File: src/rtl/uart_tx_engine_if.sv
// Handshake and line signals of the UART transmitter; the requester drives master, the engine is slave.
interface uart_tx_engine_if;
  logic       txStart;
  logic [7:0] TXData;
  logic       txOut;
  logic       CTS;
  logic       txDone;

  modport master (output txStart, output TXData, input txOut, input CTS, input txDone);
  modport slave  (input txStart, input TXData, output txOut, output CTS, output txDone);
endinterface

File: src/rtl/uart_tx_engine.sv
// UART 8N1 transmitter; frame = 10*DIV cycles (11*DIV with UART_TX_PARITY_EN), line goes low the cycle after accept.
// Backpressure: txStart taken only while CTS=1; requests during a frame are dropped, never queued.
module uart_tx_engine #(
  parameter int SYSCLK = 10000000,
  parameter int BAUD   = 115200
) (
  input logic             CLK,
  input logic             RST,
  uart_tx_engine_if.slave bus
);

  localparam int DIV = SYSCLK / BAUD;
  localparam int CW  = $clog2(DIV);
  localparam logic [CW-1:0] CNT_MAX = CW'(DIV - 1);

`ifdef UART_TX_PARITY_EN
  typedef enum logic [2:0] {IDLE, START, DATA, PARITY, STOP} state_t;
`else
  typedef enum logic [2:0] {IDLE, START, DATA, STOP} state_t;
`endif

  state_t        state, state_d;
  logic [CW-1:0] cnt, cnt_d;
  logic [2:0]    bit_idx, bit_idx_d;
  logic [7:0]    shreg, shreg_d;
  logic          tx_q, tx_d;
  logic          wrap;

  assign wrap = (cnt == CNT_MAX);

  always_ff @(posedge CLK) begin
    if (RST) begin
      state   <= IDLE;
      cnt     <= '0;
      bit_idx <= '0;
      shreg   <= '0;
      tx_q    <= 1'b1;
    end else begin
      state   <= state_d;
      cnt     <= cnt_d;
      bit_idx <= bit_idx_d;
      shreg   <= shreg_d;
      tx_q    <= tx_d;
    end
  end

  always_comb begin
    state_d   = state;
    cnt_d     = wrap ? '0 : cnt + 1'b1;
    bit_idx_d = bit_idx;
    shreg_d   = shreg;
    tx_d      = tx_q;
    unique case (state)
      IDLE: begin
        cnt_d = '0;
        tx_d  = 1'b1;
        if (bus.txStart) begin
          shreg_d = bus.TXData;
          state_d = START;
          tx_d    = 1'b0;
        end
      end
      START: begin
        if (wrap) begin
          state_d   = DATA;
          bit_idx_d = 3'd0;
          tx_d      = shreg[0];
        end
      end
      DATA: begin
        if (wrap) begin
          if (bit_idx == 3'd7) begin
            bit_idx_d = 3'd0;
`ifdef UART_TX_PARITY_EN
            state_d   = PARITY;
            tx_d      = ^shreg;
`else
            state_d   = STOP;
            tx_d      = 1'b1;
`endif
          end else begin
            bit_idx_d = bit_idx + 3'd1;
            tx_d      = shreg[bit_idx_d];
          end
        end
      end
`ifdef UART_TX_PARITY_EN
      PARITY: begin
        if (wrap) begin
          state_d = STOP;
          tx_d    = 1'b1;
        end
      end
`endif
      STOP: begin
        tx_d = 1'b1;
        if (wrap) state_d = IDLE;
      end
      default: begin
        state_d = IDLE;
        tx_d    = 1'b1;
      end
    endcase
  end

  // txDone marks the final cycle of the stop bit, so it coincides with the last CTS=0 cycle.
  assign bus.txOut  = tx_q;
  assign bus.CTS    = (state == IDLE);
  assign bus.txDone = (state == STOP) && wrap;

endmodule
File: src/flat_wrapper.sv
// flat-port wrapper written by rule: the top's interface ports become plain ports
module uart_tx_engine_flat 
#(
  parameter int SYSCLK = 10000000,
  parameter int BAUD   = 115200
)
  (CLK, RST, bus_txStart, bus_TXData, bus_txOut, bus_CTS, bus_txDone);
  uart_tx_engine_if bus_i ();
  input logic CLK;
  input logic RST;
  input wire logic [$bits(bus_i.txStart)-1:0] bus_txStart;
  input wire logic [$bits(bus_i.TXData)-1:0] bus_TXData;
  output wire logic [$bits(bus_i.txOut)-1:0] bus_txOut;
  output wire logic [$bits(bus_i.CTS)-1:0] bus_CTS;
  output wire logic [$bits(bus_i.txDone)-1:0] bus_txDone;
  assign bus_i.txStart = bus_txStart;
  assign bus_i.TXData = bus_TXData;
  assign bus_txOut = bus_i.txOut;
  assign bus_CTS = bus_i.CTS;
  assign bus_txDone = bus_i.txDone;
  uart_tx_engine #(.SYSCLK(SYSCLK), .BAUD(BAUD)) u_core (.CLK(CLK), .RST(RST), .bus(bus_i));
endmodule
File: config.mk
export PLATFORM = sky130hd
export DESIGN_NAME = uart_tx_engine_flat
export DESIGN_NICKNAME = d
export VERILOG_FILES = /design/src/rtl/uart_tx_engine_if.sv /design/src/rtl/uart_tx_engine.sv /design/src/flat_wrapper.sv
export SDC_FILE = /design/constraint.sdc
export NUM_CORES = 1
export LEC_CHECK = 0
export BUFFER_PORTS_ARGS = -buffer_cell sky130_fd_sc_hd__buf_2
export CELL_PAD_IN_SITES_DETAIL_PLACEMENT = 1
export CELL_PAD_IN_SITES_GLOBAL_PLACEMENT = 1
export CORE_MARGIN = 2
export CORE_UTILIZATION = 35
export CTS_CLUSTER_DIAMETER = 200
export DETAILED_ROUTE_END_ITERATION = 6
export PLACE_DENSITY_LB_ADDON = 0.25
export SYNTH_ARGS = -nofsm -noshare
export SYNTH_HDL_FRONTEND = slang
export SYNTH_SLANG_ARGS = --single-unit
File: constraint.sdc
create_clock -name CLK -period 3.1 [get_ports CLK]
set_clock_uncertainty 0.05 [all_clocks]
set_input_delay 0.62 -clock CLK [delete_from_list [all_inputs] [get_ports CLK]]
set_output_delay 0.62 -clock CLK [all_outputs]
set_load 0.005 [all_outputs]
**Word level (Yosys, flattened, before mapping)**

Cells that the tools add are included.

- Add/sub/neg operators: 2
- Multipliers: 0
- Divide/modulo/power cells: 0
- Magnitude comparators: 1
- Eq/ne operators: 10
- Shift operators: 0
- Mux-type cells: 16
- Bitwise gates (word level): 0
- Reductions and logical operators: 8

Operators by type and width:

| operator | count |
|---|---|
| $mux W3 | 7 |
| $pmux W3 S4 | 1 |
| $ne A2 B1 Y1 const B | 4 |
| $add A7 B1 Y7 const B | 1 |
| $eq A7 B7 Y1 const B | 1 |
| $eq A3 B2 Y1 const B | 2 |
| $pmux W3 S2 | 1 |
| $mux W1 | 5 |
| $reduce_and A5 Y1 | 1 |
| $lt A3 B4 Y1 const B | 1 |
| $reduce_and A2 Y1 | 2 |
| $add A3 B1 Y3 const B | 1 |
| $bmux W1 S3 | 1 |
| $eq A3 B1 Y1 const B | 1 |
| $eq A3 B3 Y1 const B | 1 |
| $logic_not A3 Y1 | 1 |
| $pmux W1 S3 | 1 |
| $reduce_and A3 Y1 | 1 |
| $reduce_or A3 Y1 | 1 |
| $ne A2 B2 Y1 const B | 1 |
| $reduce_bool A2 Y1 | 1 |
| $logic_and A1 B1 Y1 | 1 |

- Bits in registers: 22
- Bits in latches: 0
- Bits in writable memories: 0
- Bits in read-only memories: 0
- Output and inout port bits: 3
- Logic and storage cells: 42
- Memories kept: 0

**Longest topological paths before layout**

- Depth after elaboration: 6
- Mapped depth: 7

**Worst setup path after synthesis**

No wires, ideal clock.

- Kind: reg-to-output
- From: register u_core.cnt[5]
- To: output port bus_txDone
- Data arrival time: 1046 ps
- Data required time: 2430 ps
- Setup slack: 1384 ps
- Stages on the path, launching flop included: 5
- Path buffers: 1
- Cells stage by stage: dfxtp_1 and4bb_1 and3_1 buf_6 and2_2

- Word-level cells in the longest chain between the ends: 2

RTL lines:

| item | RTL line | RTL |
|---|---|---|
| start: declaration | uart_tx_engine.sv:23 | `logic [CW-1:0] cnt, cnt_d;` |
| start signal: assignment | uart_tx_engine.sv:40 | `cnt <= cnt_d;` |
| $eq A7 B7 Y1 | uart_tx_engine.sv:29 | `assign wrap = (cnt == CNT_MAX);` |
| $logic_and A1 B1 Y1 | uart_tx_engine.sv:109 | `assign bus.txDone = (state == STOP) && wrap;` |
| end: declaration | flat_wrapper.sv:15 | `output wire logic [$bits(bus_i.txDone)-1:0] bus_txDone;` |

No other way between the ends.

**Final worst setup path**

- From: register u_core.cnt[2]
- To: output port bus_txDone

Same word-level chain as after synthesis.

==> results by group <==
Floorplan
  • Site Rows: 20
  • Initial Utilization: 35.9%
  • Core area: between 0.002 and 0.003 mm2
  • Ports: 14
  • Die ar.: 0.00351 mm2
  • Die Y: around 59 um
  • Die X: between 50 and 60 um

Critical path
  • Reg-to-reg endpoint: u_core.state[1]
  • Worst Reg-to-Reg Cells: 6
  • Crit Path Max Fanout: 8
  • Reg2Reg Launch Point: u_core.state[0]
  • Setup crit start kind: register
  • Worst EP required: 2430 ps
  • Crit path kind: reg -> out
  • Worst Setup End Kind: primary output
  • Arrival time worst endpoint: 1590 ps
  • Reg2reg setup slack: 1190 ps

Clock tree
  • H-tree depth reported by CTS: 1
  • Skew-Pair Late Insertion Delay: 310 ps
  • Root Buffer: clkbuf_4
  • Post-CTS setup buffers: 0
  • Post-CTS sizing: 0
  • Post-CTS Hold Buffers: 0
  • TritonCTS clock tree: done
  • Reg clk slew, reported paths: between 100 and 150 ps
  • Clock Sinks: 21
  • Clock Tree Buf Depth: 2
  • Num CTS Buffers: 3

Final layout
  • Fill cells: 371
  • Final std cell area, no fill: between 0.001 and 0.0015 mm2
  • Share of post-route cells with drive strength above 1: 20.0%
  • Number of diodes: 0
  • Final net count: approximately 150
  • Layout area overhead: 9.36%

Synth
  • Synthesized Nets: 138
  • Syn_area_per_cell: 9.07 um2
  • Yosys warns: 0
  • Cells after synthesis: 118
  • FF+latch count, synth: 21
  • Top cells by count, synth: dfxtp_1, nand3_1, a21oi_1
  • Ys flop type: dfxtp_1
  • Register area share after synthesis: 39.3%
  • Post-synth top area share: 39.3%
  • EDFF count, synth: 0
  • Post-synth top area cell: dfxtp_1
  • Ys async rst share: 0%
  • Area of the mapped netlist: 0.00107 mm2
  • Post-synth cell types: 31
  • Synth top area cells: dfxtp_1, ha_1, nand3_1
  • Most frequent cell after synthesis: dfxtp_1

Global route
  • Largest net degree at the start of global routing: 17
  • Initial antenna violation count: 0
  • Overall Global Routing Usage: 15.1%
  • First-pass GRT wire length: slightly below 4000 um
  • GR Overflow Total: 0
  • Vias in the first global route: 855

Placement
  • # port buffers: 13
  • Gpl congestion: 0.744
  • Dpl hpwl: 1680 um
  • Placed inst area: 0.00114 mm2

Drt
  • Vias per cell: approximately 5.4
  • DRT iter0 DRCs: 10
  • Via Count: about 900
  • Drt pass-1 iters: 3
  • Routed len/inst: 14.1 um
  • # DRC: 0
  • Routed wire length: 2300 um
  • Final ANT Viol Nets: 0

Power
  • Power Dens Cells: around 640 mW/mm2
  • Worst VDD drop: 257 uV
  • Reg power frac: 46.1%
  • Logic pwr share: 35.7%
  • Sw Share: 38.4%
  • Part of the power in the clock network: approximately 18%
  • Sw Pwr: 0.000287 W
  • Internal power: 0.000461 W
  • P_leak: 0.457 nW

Min path
  • Worst hold path type: reg -> reg
  • Hold path depth: 2
  • Min-delay src: u_core.shreg[3]
  • Sink of the worst hold path: u_core.shreg[3]

Timing
  • Final Max Slew Viols: 0
  • Crit share post-route: 73.0%
  • Min Clock Period, post-route: roughly 2300 ps
  • FMAX: 442 MHz
  • Worst slew pin tran: 496 ps
  • Slew headroom: 67.0%
  • WHS: 411 ps
  • Final setup vio count: 0
  • Hold Fails Final Rpt: 0
  • Total Neg Setup Slack: 0 ps
  • Unrepaired setup endpoints after global routing: no

Outcome
  • Outcome: finished clean

Flow run
  • Max Cap Viol: 0
## stage by stage
stage	std cells	util (%)	total power, W	setup slack (ps)
after floorplan	118	-	0.000543	1380
after global placement	159	38.4	0.000607	1210
after detailed placement	159	38.4	0.000618	1200
after CTS	163	39.3	0.000757	833
after global routing	163	39.3	0.000810	747
final	163	39.3	0.000749	837
## placed cells by master (no fill, tap or decap), drive strengths merged, types with 2 or more instances in the layout
cell type / netlist / layout
o21ai: 6 / 6
inv: 3 / 3
buf: 2 / 13
clkbuf: 3 / 3
a21oi: 12 / 12
and3: 2 / 2
nand2: 10 / 10
dfxtp: 21 / 21
nor3: 2 / 2
ha: 9 / 9
nand3: 15 / 15
nor2: 12 / 12
mux4: 2 / 2
xor2: 3 / 3
xnor2: 2 / 2
## metal layers
metal	GRT usage (%)	up-vias	part of all wire, %
met4	6.82	0	1.8
met5	0	-	0
met1	19.2	422	47
met2	24.2	13	48
met3	3.28	5	3.0
li1	-	440	-
## worst max path at each step
stage | slack (ps) | to | startpoint
floorplan | 1380 | bus_txDone | u_core.cnt[5]
global placement | 1210 | bus_txDone | u_core.cnt[2]
detailed placement | 1200 | bus_txDone | u_core.cnt[2]
CTS | 830 | bus_txDone | u_core.cnt[2]
global route | 750 | bus_txDone | u_core.cnt[2]
finish | 840 | bus_txDone | u_core.cnt[2]
## state kept, by name, indices dropped and copies added (netlist names)
| register | cells |
|---|---|
| u_core.bit_idx | 3 |
| u_core.bus.txOut | 1 |
| u_core.cnt | 7 |
| u_core.shreg | 8 |
| u_core.state | 2 |
## power groups by stage
| stage | sequential [W] | combinational, W | clock (W) |
|---|---|---|---|
| finish | 0.000345 | 0.000267 | 0.000137 |
| detailed placement | 0.000351 | 0.000267 | 0 |
| global placement | 0.000349 | 0.000258 | 0 |
| CTS | 0.000346 | 0.000268 | 0.000143 |
| global route | 0.000351 | 0.000301 | 0.000158 |
| floorplan | 0.000342 | 0.000201 | 0 |
## cell type report
class                   instances  area (um2)  area share (%)
repair buffers                 13        65.1            5.56
clock inverters                 1        5.00           0.428
inverters                       3        11.3           0.963
clock buffers                   3        22.5            1.93
well taps                      33        41.3            3.53
multi-input cells              89         604            51.7
flip-flops and latches         21         420            35.9
## critical path: stages (launching register included)
cell	delay, ps
dfxtp_1	430
and4bb_1	260
and3_1	310
and2_2	180
buf_2	100
## cell families (layout without fill, tap and decap cells)
kind of cell | Yosys count | after routing | synth area share, %
muxes | 3 | 3 | 5.15
and+or+nand+nor | 51 | 51 | 25.9
AOI/OAI and AO/OA | 21 | 21 | 10.9
buffers and inverters | 8 | 20 | 4.21
DFF | 21 | 21 | 39.3
xor gates and xnor gates | 5 | 5 | 4.09
adders and majority gates | 9 | 9 | 10.5
(Power assumes the default switching activity.)
